===== src/rtl/dcache_pkg.sv =====
// Shared types and default constants for the direct-mapped write-through data cache.
package dcache_pkg;

    localparam int DEF_DATA_W = 32;
    localparam int DEF_ADDR_W = 10;
    localparam int DEF_LINES  = 16;
    localparam int DEF_WORDS  = 4;
    localparam int STAT_W     = 16;

    typedef enum logic [1:0] {
        IDLE   = 2'd0,
        REFILL = 2'd1,
        WRITE  = 2'd2,
        DONE   = 2'd3
    } state_t;

    function automatic logic [STAT_W-1:0] sat_inc(input logic [STAT_W-1:0] v);
        return (v == '1) ? v : v + 1'b1;
    endfunction

endpackage


===== src/rtl/dcache_array.sv =====
// Tag/valid/data storage: one write port (word + valid/tag update), one combinational read port.
module dcache_array
    import dcache_pkg::*;
#(
    parameter int DATA_W = DEF_DATA_W,
    parameter int TAG_W  = 4,
    parameter int LINES  = DEF_LINES,
    parameter int WORDS  = DEF_WORDS,
    localparam int IDX_W = $clog2(LINES),
    localparam int OFF_W = $clog2(WORDS)
) (
    input  logic              clk,
    input  logic              reset,
    input  logic              we,
    input  logic              set_valid,
    input  logic              clr_valid,
    input  logic [IDX_W-1:0]  wr_index,
    input  logic [OFF_W-1:0]  wr_offset,
    input  logic [DATA_W-1:0] wr_data,
    input  logic [TAG_W-1:0]  wr_tag,
    input  logic [IDX_W-1:0]  rd_index,
    input  logic [OFF_W-1:0]  rd_offset,
    output logic              rd_valid,
    output logic [TAG_W-1:0]  rd_tag,
    output logic [DATA_W-1:0] rd_data
);

    logic [LINES-1:0]  valid_q, valid_d;
    logic [TAG_W-1:0]  tag_q  [LINES];
    logic [DATA_W-1:0] data_q [LINES][WORDS];

    always_comb begin
        valid_d = valid_q;
        if (clr_valid) valid_d[wr_index] = 1'b0;
        if (set_valid) valid_d[wr_index] = 1'b1;
    end

    always_ff @(posedge clk) begin
        if (!reset) valid_q <= '0;
        else        valid_q <= valid_d;
    end

    // Tag and data carry no reset; the valid bit alone qualifies them.
    always_ff @(posedge clk) begin
        if (set_valid) tag_q[wr_index] <= wr_tag;
        if (we)        data_q[wr_index][wr_offset] <= wr_data;
    end

    assign rd_valid = valid_q[rd_index];
    assign rd_tag   = tag_q[rd_index];
    assign rd_data  = data_q[rd_index][rd_offset];

endmodule


===== src/rtl/dcache_controller.sv =====
// Direct-mapped, write-through, no-write-allocate data cache controller.
// Optional DCACHE_STATS_EN adds saturating hit_count/miss_count outputs.
module dcache_controller
    import dcache_pkg::*;
#(
    parameter int DATA_W = DEF_DATA_W,
    parameter int ADDR_W = DEF_ADDR_W,
    parameter int LINES  = DEF_LINES,
    parameter int WORDS  = DEF_WORDS
) (
    input  logic              clk,
    input  logic              reset,
    input  logic              mem_read,
    input  logic              mem_write,
    input  logic [ADDR_W-1:0] WordAddress,
    input  logic [DATA_W-1:0] DataIn,
    output logic [DATA_W-1:0] DataOut,
    output logic              stall,
    output logic              m_req,
    output logic              m_we,
    output logic [ADDR_W-1:0] m_addr,
    output logic [DATA_W-1:0] m_wdata,
    input  logic [DATA_W-1:0] m_rdata,
    input  logic              m_ack
`ifdef DCACHE_STATS_EN
    ,
    output logic [STAT_W-1:0] hit_count,
    output logic [STAT_W-1:0] miss_count
`endif
);

    localparam int OFF_W = $clog2(WORDS);
    localparam int IDX_W = $clog2(LINES);
    localparam int TAG_W = ADDR_W - OFF_W - IDX_W;

    logic [OFF_W-1:0]  offset;
    logic [IDX_W-1:0]  index;
    logic [TAG_W-1:0]  tag;
    assign offset = WordAddress[OFF_W-1:0];
    assign index  = WordAddress[OFF_W +: IDX_W];
    assign tag    = WordAddress[ADDR_W-1 -: TAG_W];

    state_t            state_q, state_d;
    logic [OFF_W-1:0]  cnt_q, cnt_d;

    logic              rd_valid;
    logic [TAG_W-1:0]  rd_tag;
    logic [DATA_W-1:0] rd_data;
    logic              hit, read_req, last_word;
    logic              arr_we, arr_set_valid, arr_clr_valid;
    logic [OFF_W-1:0]  arr_offset;
    logic [DATA_W-1:0] arr_wdata;

    assign hit       = rd_valid && (rd_tag == tag);
    assign read_req  = mem_read && !mem_write;
    assign last_word = (cnt_q == OFF_W'(WORDS - 1));

    dcache_array #(
        .DATA_W (DATA_W),
        .TAG_W  (TAG_W),
        .LINES  (LINES),
        .WORDS  (WORDS)
    ) u_array (
        .clk       (clk),
        .reset     (reset),
        .we        (arr_we),
        .set_valid (arr_set_valid),
        .clr_valid (arr_clr_valid),
        .wr_index  (index),
        .wr_offset (arr_offset),
        .wr_data   (arr_wdata),
        .wr_tag    (tag),
        .rd_index  (index),
        .rd_offset (offset),
        .rd_valid  (rd_valid),
        .rd_tag    (rd_tag),
        .rd_data   (rd_data)
    );

    always_ff @(posedge clk) begin
        if (!reset) begin
            state_q <= IDLE;
            cnt_q   <= '0;
        end else begin
            state_q <= state_d;
            cnt_q   <= cnt_d;
        end
    end

    always_comb begin
        state_d = state_q;
        cnt_d   = cnt_q;
        case (state_q)
            IDLE: begin
                if (mem_write) begin
                    state_d = WRITE;
                end else if (mem_read && !hit) begin
                    state_d = REFILL;
                    cnt_d   = '0;
                end
            end
            REFILL: begin
                if (m_ack) begin
                    cnt_d = cnt_q + 1'b1;
                    if (last_word) state_d = DONE;
                end
            end
            WRITE:   if (m_ack) state_d = DONE;
            DONE:    state_d = IDLE;
            default: state_d = IDLE;
        endcase
    end

    always_comb begin
        stall         = 1'b0;
        DataOut       = '0;
        m_req         = 1'b0;
        m_we          = 1'b0;
        m_addr        = '0;
        m_wdata       = '0;
        arr_we        = 1'b0;
        arr_set_valid = 1'b0;
        arr_clr_valid = 1'b0;
        arr_offset    = offset;
        arr_wdata     = DataIn;
        case (state_q)
            IDLE: begin
                stall = mem_write || (mem_read && !hit);
                if (read_req && hit) DataOut = rd_data;
                // The victim line is dropped up front so an aborted refill never looks valid.
                arr_clr_valid = read_req && !hit;
            end
            REFILL: begin
                stall      = 1'b1;
                m_req      = 1'b1;
                m_addr     = {tag, index, cnt_q};
                arr_offset = cnt_q;
                arr_wdata  = m_rdata;
                arr_we     = m_ack;
                arr_set_valid = m_ack && last_word;
            end
            WRITE: begin
                stall   = 1'b1;
                m_req   = 1'b1;
                m_we    = 1'b1;
                m_addr  = WordAddress;
                m_wdata = DataIn;
                arr_we  = m_ack && hit;
            end
            DONE: begin
                if (mem_read && hit) DataOut = rd_data;
            end
            default: ;
        endcase
    end

`ifdef DCACHE_STATS_EN
    logic [STAT_W-1:0] hit_count_q, hit_count_d;
    logic [STAT_W-1:0] miss_count_q, miss_count_d;

    always_comb begin
        hit_count_d  = hit_count_q;
        miss_count_d = miss_count_q;
        if (state_q == IDLE && read_req) begin
            if (hit) hit_count_d  = sat_inc(hit_count_q);
            else     miss_count_d = sat_inc(miss_count_q);
        end
    end

    always_ff @(posedge clk) begin
        if (!reset) begin
            hit_count_q  <= '0;
            miss_count_q <= '0;
        end else begin
            hit_count_q  <= hit_count_d;
            miss_count_q <= miss_count_d;
        end
    end

    assign hit_count  = hit_count_q;
    assign miss_count = miss_count_q;
`endif

endmodule

===== config.mk =====
export PLATFORM = sky130hd
export DESIGN_NAME = dcache_controller
export DESIGN_NICKNAME = d
export VERILOG_FILES = /design/src/rtl/dcache_pkg.sv /design/src/rtl/dcache_array.sv /design/src/rtl/dcache_controller.sv
export SDC_FILE = /design/constraint.sdc
export NUM_CORES = 2
export LEC_CHECK = 0
export BUFFER_PORTS_ARGS = -buffer_cell sky130_fd_sc_hd__clkbuf_2
export CELL_PAD_IN_SITES_DETAIL_PLACEMENT = 0
export CELL_PAD_IN_SITES_GLOBAL_PLACEMENT = 2
export CORE_MARGIN = 8
export CORE_UTILIZATION = 54
export DETAILED_ROUTE_END_ITERATION = 10
export PLACE_DENSITY_LB_ADDON = 0.12
export SLEW_MARGIN = 20
export SYNTH_ARGS = -nofsm -noshare
export SYNTH_HDL_FRONTEND = slang
export SYNTH_HIERARCHICAL = 1
export SYNTH_SLANG_ARGS = --single-unit

===== constraint.sdc =====
create_clock -name clk -period 9.41 [get_ports clk]
set_clock_uncertainty 0.05 [all_clocks]
set_input_delay 0.941 -clock clk [delete_from_list [all_inputs] [get_ports clk]]
set_output_delay 0.941 -clock clk [all_outputs]
set_load 0.005 [all_outputs]

==> qor.csv <==
stage;metric;value;unit
run_status;status;complete, no violations;
cts;Num Clock Sinks;2132;
global_routing;total grt overflow;0;
timing;RSZ-0062 raised after global routing;false;
setup_path;Critical Path Source Type;input pin;
global_routing;largest net degree at the start of global routing;107;
power_and_ir_drop;maximum vdd drop;246;uV
setup_path;crit-path max FO;60;
worst_hold_path;WHS Path Cells;2;
logic_synthesis;Post-synth ARST share;0;
route;TritonRoute pass-1 iters;5;
logic_synthesis;Mapped Nets;3925;
power_and_ir_drop;power per cell area;222;nW/um2
final_layout;Final Net Count;4217;
cts;CTS tree;done;
global_routing;met1 usage in global routing;0.377;
cts;Root Buffer;clkbuf_16;
final_layout;most frequent cells in the layout;edfxtp_1, mux4_2, clkbuf_16;
worst_hold_path;worst min-delay path endpoint;cnt_q[1];
logic_synthesis;post-synth cell types;62;
die;die width;408;um
timing;clock period minus worst slack;6230;ps
route;DRT iter0 DRCs;5078;
logic_synthesis;Top FF cell, synth;edfxtp_1;
die;chip height;408;um
final_layout;Fillers;10800;
timing;max-slew violation count;0;
final_layout;Multi-input gate area;18300;um2
timing;Slew @ Worst Pin;1160;ps
run;maxcap violations;0;
logic_synthesis;area share of the largest cell type after synthesis;0.765;
power_and_ir_drop;Lkg Pwr;29.4;nW
cts;clock-pin transition on the worst setup and hold timing paths;60;ps
global_routing;via count of the first global-routing pass;41400;
global_routing;gr usage total;0.259;
die;Die Area;166000;um2
setup_path;RR Startpoint;u_array/tag_q[7][3];
worst_hold_path;Hold Startpoint;cnt_q[1];
global_routing;first-pass GRT wire length;308;mm
final_layout;Layout area overhead;12.5;%
logic_synthesis;Cells after Synth;3840;
timing;Final period util;0.662;
timing;Max-slew headroom;0.229;
placed_design;number of port buffers;155;
setup_path;R2R Setup Slk;4780;ps
final_layout;sequential standard cell area;63800;um2
logic_synthesis;Mapped Area;82900;um2
logic_synthesis;post-synthesis sequential area ratio;0.770;
setup_path;FF-to-FF End;u_array/data_q[8][122];
logic_synthesis;register bit total from synthesis;2132;
global_routing;grt met2 use;0.415;
cts;cts repair resizes;0;
route;Detail Route Antenna Nets;0;
setup_path;Setup CP Type;input pin to primary output;
timing;hold slack final;448;ps
logic_synthesis;Avg Cell Area, Syn;21.6;um2
timing;final setup TNS;0;ps
route;DR DRC count;0;
setup_path;R2R depth;9;
route;DR vias;41100;
setup_path;Crit. End Element;primary output;
cts;TritonCTS buffer count;212;
cts;CTS max path bufs;3;
cts;CTS H-tree depth;4;
route;DR vias/cell;6.49;
global_routing;GR Util met3;0.0456;
cts;Setup Fix Bufs, Post-CTS;0;
setup_path;Critical Path AT;5240;ps
timing;Max Freq;160;MHz
die;core area;152000;um2
global_routing;initial antenna violation count;7;
timing;Final setup viols;0;
global_routing;layer with the highest usage;met2;
worst_hold_path;Hold Path Class;flop to flop;
setup_path;required time of the worst setup path;8420;ps
die;Rows;143;
route;drt wl/cell;34.5;um
placed_design;final HPWL from detailed placement;117;mm
cts;Hold-fix buffers, CTS;0;
die;initial core utilization;0.545;
logic_synthesis;EDFF count, synth;2112;
die;# IOs;156;
route;DRT Wirelength;219;mm
final_layout;share of cells above drive strength 1;0.289;
final_layout;most common cell after layout, fill and taps aside;edfxtp_1;
power_and_ir_drop;Pwr Total;20.7;mW
cts;worst skew pair latency;830;ps
placed_design;final RePlAce weighted congestion;0.777;
logic_synthesis;Warnings, synthesis;6;
timing;Final Hold Fails;0;
logic_synthesis;ranking of synthesized cells by area;edfxtp_1, mux4_2, mux2i_1;
logic_synthesis;cell taking the most area after synthesis;edfxtp_1;
[layout make-up]
class,count,area share
Clock buffer,260,0.0598
Sequential cell,2132,0.685
Clock inverter,128,0.0108
Tap cell,2030,0.0272
Timing Repair Buffer,295,0.0205
Multi-Input combinational cell,1474,0.196
Antenna cell,2,0.0000537
Inverter,17,0.000698
[logic make-up after synthesis]
kind of cell,share of synthesized area
adder cells (fa/ha/maj),0.000906
multiplexers,0.157
AO/OA/AOI/OAI,0.0268
buffers and inverters,0.0163
flip-flops,0.770
XOR/XNOR,0.000423
AND/OR/NAND/NOR,0.0286
[registers in the layout, summed over array words and instances (netlist names)]
name,cells
cnt_q,2
state_q,2
u_array/data_q,2048
u_array/tag_q,64
u_array/valid_q,16
[layer usage]
layer  share of wire  up-vias
li1                -    16700
met1            0.41    22300
met2            0.48     1887
met3           0.084      250
met4           0.025        2
met5        0.000037        -
[cell usage after synthesis (11+ instances only)]
cell       count
edfxtp_1    2112
mux4_2       511
nand2_1      151
o22ai_1      113
nor2_1        97
and2_1        85
mux2i_1       78
buf_2         70
clkbuf_1      60
mux2_2        59
buf_4         41
o21ai_0       32
a21oi_1       31
buf_6         31
nand3_1       30
a31oi_1       24
nand2b_1      23
nor2b_1       22
nor4_1        22
dfxtp_1       20
o21ai_1       19
nor3_1        18
and3_1        17
a221oi_1      16
buf_1         15
inv_1         15
a2bb2oi_1     12
o221ai_1      12
o211ai_1      11
[report_power, final]
part	internal (mW)	switching [mW]	total [mW]	leakage (nW)
Clock	4.59	3.49	8.09	3.24
Combinational	0.448	1.19	1.64	7.05
Sequential	10.9	0.00728	10.9	19.1
Total	16.0	4.70	20.7	29.4
[worst max-delay path by stage]
stage | start | endpoint | cells past startpoint
3_3_place_gp | WordAddress[3] | DataOut[11] | 9
2_1_floorplan | WordAddress[2] | u_array/data_q[15][100] | 14
3_5_place_dp | WordAddress[3] | DataOut[11] | 9
5_1_grt | WordAddress[3] | DataOut[11] | 9
4_1_cts | WordAddress[3] | DataOut[11] | 9
6_report | WordAddress[3] | DataOut[11] | 9
[worst max-delay path: stages]
cell       delay [ps]
buf_8             440
buf_4             710
buf_4             700
mux4_2            340
o22ai_1            90
nor4_1            850
a2bb2oi_1         610
and2_1            220
clkbuf_2          110
[per-stage QoR]
step | utilization | std cells | setup WS, ps | cell area, um2
5_1_grt | 0.613 | 6336 | 2980 | 93200
4_1_cts | 0.613 | 6336 | 3120 | 93200
2_1_floorplan | - | 3840 | 3650 | 82900
3_3_place_gp | 0.569 | 5948 | 3130 | 86600
3_5_place_dp | 0.569 | 5948 | 3130 | 86600
6_report | 0.613 | 6338 | 3180 | 93200
Note: power is estimated with default switching activity, not from simulation.
